## config.mk

```make
export PLATFORM = sky130hd
export DESIGN_NAME = serial_addsub
export DESIGN_NICKNAME = d
export VERILOG_FILES = /design/src/rtl/serial_addsub.sv
export SDC_FILE = /design/constraint.sdc
export NUM_CORES = 1
export LEC_CHECK = 0
export CORE_UTILIZATION = 40
export CTS_CLUSTER_DIAMETER = 100
export CTS_CLUSTER_SIZE = 28
export DETAILED_ROUTE_END_ITERATION = 8
export GPL_TIMING_DRIVEN = 1
export PLACE_DENSITY = 0.64
export SETUP_SLACK_MARGIN = 0.02
export SLEW_MARGIN = 20
export SYNTH_ARGS = -nofsm -noshare
export SYNTH_HDL_FRONTEND = slang
export SYNTH_SLANG_ARGS = --single-unit
export TNS_END_PERCENT = 20
```

## constraint.sdc

```tcl
create_clock -name CLK -period 1.43 [get_ports CLK]
set_input_delay 0.286 -clock CLK [delete_from_list [all_inputs] [get_ports CLK]]
set_output_delay 0.286 -clock CLK [all_outputs]
set_load 0.01 [all_outputs]
```

## src/rtl/serial_addsub.sv

```systemverilog
`default_nettype none
// +----------------------------------------------------------------------------+
// | Module      : serial_addsub                                                |
// | Description : Bit-serial WL-bit adder/subtractor, LSB first, with carry    |
// |               and signed-overflow flags and a parallel result register.    |
// | Revision    : 1.0                                                          |
// +----------------------------------------------------------------------------+
module serial_addsub #(
  parameter int WL = 8
) (
  input  logic          CLK,
  input  logic          RST,
  input  logic          Load,
  input  logic          Sub,
  input  logic [WL-1:0] a,
  input  logic [WL-1:0] b,
  output logic          sbit,
  output logic          Busy,
  output logic          Done,
  output logic [WL-1:0] sum,
  output logic          Cout,
  output logic          Ovf
);

  localparam int          c_CW    = $clog2(WL + 1);
  localparam logic [c_CW-1:0] c_LAST = c_CW'(WL - 1);

  localparam logic [1:0] c_IDLE  = 2'd0;
  localparam logic [1:0] c_SHIFT = 2'd1;
  localparam logic [1:0] c_DONE  = 2'd2;

  logic [1:0]      r_state;
  logic [1:0]      w_next;
  logic [WL-1:0]   r_a;
  logic [WL-1:0]   r_b;
  logic            r_c;
  logic [c_CW-1:0] r_cnt;
  logic            w_s;
  logic            w_cn;
  logic            w_last;

  // State register
  always_ff @(posedge CLK) begin
    if (RST) r_state <= c_IDLE;
    else     r_state <= w_next;
  end

  // Next-state logic
  always_comb begin
    w_next = r_state;
    case (r_state)
      c_IDLE:  if (Load) w_next = c_SHIFT;
      c_SHIFT: if (w_last) w_next = c_DONE;
      c_DONE:  w_next = c_IDLE;
      default: w_next = c_IDLE;
    endcase
  end

  // Output logic
  always_comb begin
    Busy = (r_state != c_IDLE);
    Done = (r_state == c_DONE);
  end

  assign w_last = (r_cnt == c_LAST);
  assign w_s    = r_a[0] ^ r_b[0] ^ r_c;
  assign w_cn   = (r_a[0] & r_b[0]) | (r_a[0] & r_c) | (r_b[0] & r_c);

  // Datapath; subtraction is a + ~b + 1 with the +1 seeded through the carry
  always_ff @(posedge CLK) begin
    if (RST) begin
      r_a   <= '0;
      r_b   <= '0;
      r_c   <= 1'b0;
      r_cnt <= '0;
      sbit  <= 1'b0;
      sum   <= '0;
      Cout  <= 1'b0;
      Ovf   <= 1'b0;
    end else begin
      case (r_state)
        c_IDLE: begin
          if (Load) begin
            r_a   <= a;
            r_b   <= Sub ? ~b : b;
            r_c   <= Sub;
            r_cnt <= '0;
            sum   <= '0;
            Cout  <= 1'b0;
            Ovf   <= 1'b0;
          end
        end
        c_SHIFT: begin
          sbit  <= w_s;
          sum   <= {w_s, sum[WL-1:1]};
          r_a   <= r_a >> 1;
          r_b   <= r_b >> 1;
          r_c   <= w_cn;
          r_cnt <= r_cnt + c_CW'(1);
          // On the MSB, r_c is the carry into the MSB
          if (w_last) begin
            Cout <= w_cn;
            Ovf  <= r_c ^ w_cn;
          end
        end
        default: ;
      endcase
    end
  end

endmodule
`default_nettype wire

```

==> results of run 1 <==
==> report_power, final <==
group	switching (mW)	total, mW	internal, mW	leakage, nW
combinational	0.180	0.379	0.199	0.557
sequential	0.0298	1.03	1.00	0.280
clock	0.327	0.848	0.521	0.0524
==> cells in the final DEF (no fill, tap or decap), types with 6 or more instances in the layout <==
| cell | instances |
|---|---|
| nor3_1 | 7 |
| dfxtp_1 | 32 |
| a22oi_1 | 8 |
| dlygate4sd2_1 | 13 |
| buf_4 | 12 |
| nand2b_1 | 10 |
| nand2_1 | 7 |
| nor2_1 | 31 |
| a2111oi_2 | 6 |
| clkdlybuf4s50_1 | 17 |
| or3b_1 | 7 |
| xnor2_1 | 8 |
| a21oi_1 | 8 |
==> what timing repair did <==
item	4_1_cts	5_1_grt
cloned	0	0
pin swaps	1	0
endpoints found under the setup margin	18	11
resized for setup	24	7
==> per-layer routing <==
layer | global-route usage, % | share of wire (%) | up-vias
li1 | - | - | 705
met1 | 22.2 | 46 | 637
met2 | 33.9 | 48 | 22
met3 | 5.73 | 4.5 | 5
met4 | 5.71 | 1.2 | 0
met5 | 0 | 0 | -
==> through the flow <==
| step | area [um2] | total power, mW |
|---|---|---|
| after CTS | 2150 | 2.27 |
| after detailed placement | 2030 | 1.41 |
| after global routing | 2180 | 2.37 |
| after global placement | 2030 | 1.40 |
| final | 2180 | 2.26 |
| after floorplan | 1610 | 1.27 |
==> state kept, by name, summed over array words and instances, names as in the netlist <==
| name | count |
|---|---|
| r_b | 8 |
| Cout | 1 |
| r_cnt | 4 |
| sbit | 1 |
| r_state | 2 |
| r_a | 8 |
| sum | 8 |
| Ovf | 1 |
| r_c | 1 |
==> path summary, 6_finish.rpt <==
kind         slack, ps    to
min                470  Cout
max                 80  Busy
max reg2reg        110  Cout
min reg2reg        470  Cout
==> kinds of logic after synthesis <==
family / Yosys count
xor+xnor: 9
buf+inv: 20
compound gates: 39
mux: 1
simple gates: 76
flops: 34
fa+ha+maj: 2
==> cell type report <==
type                       count  area (um2)  area share [%]
inverter                       5        18.8           0.862
timing repair buffer          46         428            19.6
sequential                    34         683            31.4
clock buffer                   7        76.3            3.50
multi-input combinational    127         882            40.5
tap                           48        60.1            2.76
clock inverter                 1        30.0            1.38
==> summary.md, run 1 <==
| Metric | Value |
|---|---|
| Status | finished clean |
| Unrepaired setup endpoints after global routing | no |
| Max Root-Sink Buffers | 2 |
| Syn_nets | approximately 200 |
| Worst slew pin tran | between 400 and 500 ps |
| Worst hold path depth | 1 |
| ANT nets after route | 0 |
| R2r startpoint | r_cnt[0] |
| Crit path launch | r_state[1] |
| TritonCTS clock tree | done |
| Cell Area, Synth | 0.00161 mm2 |
| Hold Fails Final Rpt | 0 |
| Worst path depth | 2 |
| Crit path max-delay family | flip-flops |
| # IOs | 33 |
| N_diodes | 0 |
| Setup violators final | 0 |
| Synth cell types | 39 |
| Post-synthesis compound-gate area fraction | 19.2% |
| Area contributors post-synth | dfxtp_1 42%, nor2_1 7.2%, or3b_1 4.3%, xnor2_1 4.3%, nand2b_1 3.9% |
| CP peak stage delay | 330 ps |
| #FFs+latches synth | 34 |
| CTS H-Tree Depth | 2 |
| Die extent in y | roughly 65 um |
| Hpwl dp | 2.56 mm |
| Worst reg2reg path depth | 4 |
| Maximum vdd ir drop | approximately 0.55 mV |
| Mapped Cells | ~180 |
| CTS root buf | clkbuf_8 |
| Fillers | about 350 |
| Fmax | 743 MHz |
| Remaining Overflow, GRT | 0 |
| Setup TNS | 0 ps |
| Commonest register cell after synthesis | dfxtp_1 |
| Count leader, synth | dfxtp_1 |
| Vias | about 1400 |
| Post-synth top area cell | dfxtp_1 |
| CP max stage cell | dfxtp_2 |
| Clk slew on worst S/H paths | 70 ps |
| Global-route wire length before repair | 6.16 mm |
| Setup crit end kind | primary output |
| Simple-gate portion of the synthesized area | 25.0% |
| CP bufs+invs | 1 |
| Largest net degree at the start of global routing | 27 |
| Mux contribution to synthesized area | less than 1% |
| CP required | 1140 ps |
| Setup Skew | 5.34 ps |
| Setup ws final | 84.3 ps |
| # Max-Cap Violations | 0 |
| CP cell instances | or2_1, clkdlybuf4s15_1 |
| Seq/Total Area, Yosys | between 40% and 50% |
| Warnings from Yosys | 0 |
| Hold Slack | 473 ps |
| Initial Utilization | ~43% |
| Residual DRC count | 0 |
| Share of layout cells above drive strength 1 | between 10% and 20% |
| Dpl ws | -371 ps |
| Power per standard cell area | 1040 mW/mm2 |
| Critical path class | reg2out |
| Worst-Skew Late Latency | 280 ps |
| Final Cycle Share | 94.1% |
| Arr. time, crit path | 1060 ps |
| GPL Wtd Cong | 0.754 |
| Layout area overhead | 35.1% |
| Placed instance count | between 200 and 300 |
| Critical-path maximum fanout | 5 |
| Adder-Cell Fraction of Synth Area | 2.02% |
| Fin crit period | between 1000 and 1500 ps |
| Largest family of logic cells by synthesized area | simple AND/OR/NAND/NOR gates |
| Crit start category | register |
| Full die area | between 0.004 and 0.005 mm2 |
| Top cells by count, synth | 34 x dfxtp_1, 31 x nor2_1, 10 x a21oi_1, 10 x nand2b_1 |
| Post-Synth XOR/XNOR Area | 4.89% |
| CTS Sinks | 34 |
| Post-layout util | 57.8% |
| P_leak | 0.889 nW |
| Core area | 0.00377 mm2 |
| Hold-fix buffers, CTS | 0 |
| Setup Buffers After CTS | 0 |
| Synthesized area per cell | between 8 and 9 um2 |
| Worst hold path startpoint | Cout |
| Routed wire per std cell | 13.5 um |
| Nets | ~240 |
| Number of buffers created by CTS | 5 |
| Fin. max-slew vios | 0 |
| Yosys top cell area share | a little over two fifths |
| Relative slew slack | a little under three quarters |
| Row cnt | 22 |
| Initial antenna violation count | 0 |
| Fraction of registers with async set/reset | 0% |
| Final WL | 3.63 mm |
| Die Width | 65.5 um |
| Worst hold path type | reg2reg |
| Finished Layout Cells | approximately 270 |
| Port Buf Inserts | 32 |
| GRT Total Usage | 19.2% |
| Pre-antenna DRT Iters | 4 |
| Vias in the first global route | roughly 1400 |
| Number of vias per cell | slightly above 5 |
| Detailed Route Iter0 Violations | just over 70 |
| EDFF count, synth | 0 |
Note: power is estimated with default switching activity, not from simulation.
==> run 2, diff against run 1 <==
HOLD_SLACK_MARGIN = 0.1   (was not set)
==> results of run 2 <==
No change in the layout: final DEF, timing and power equal those of run 1.
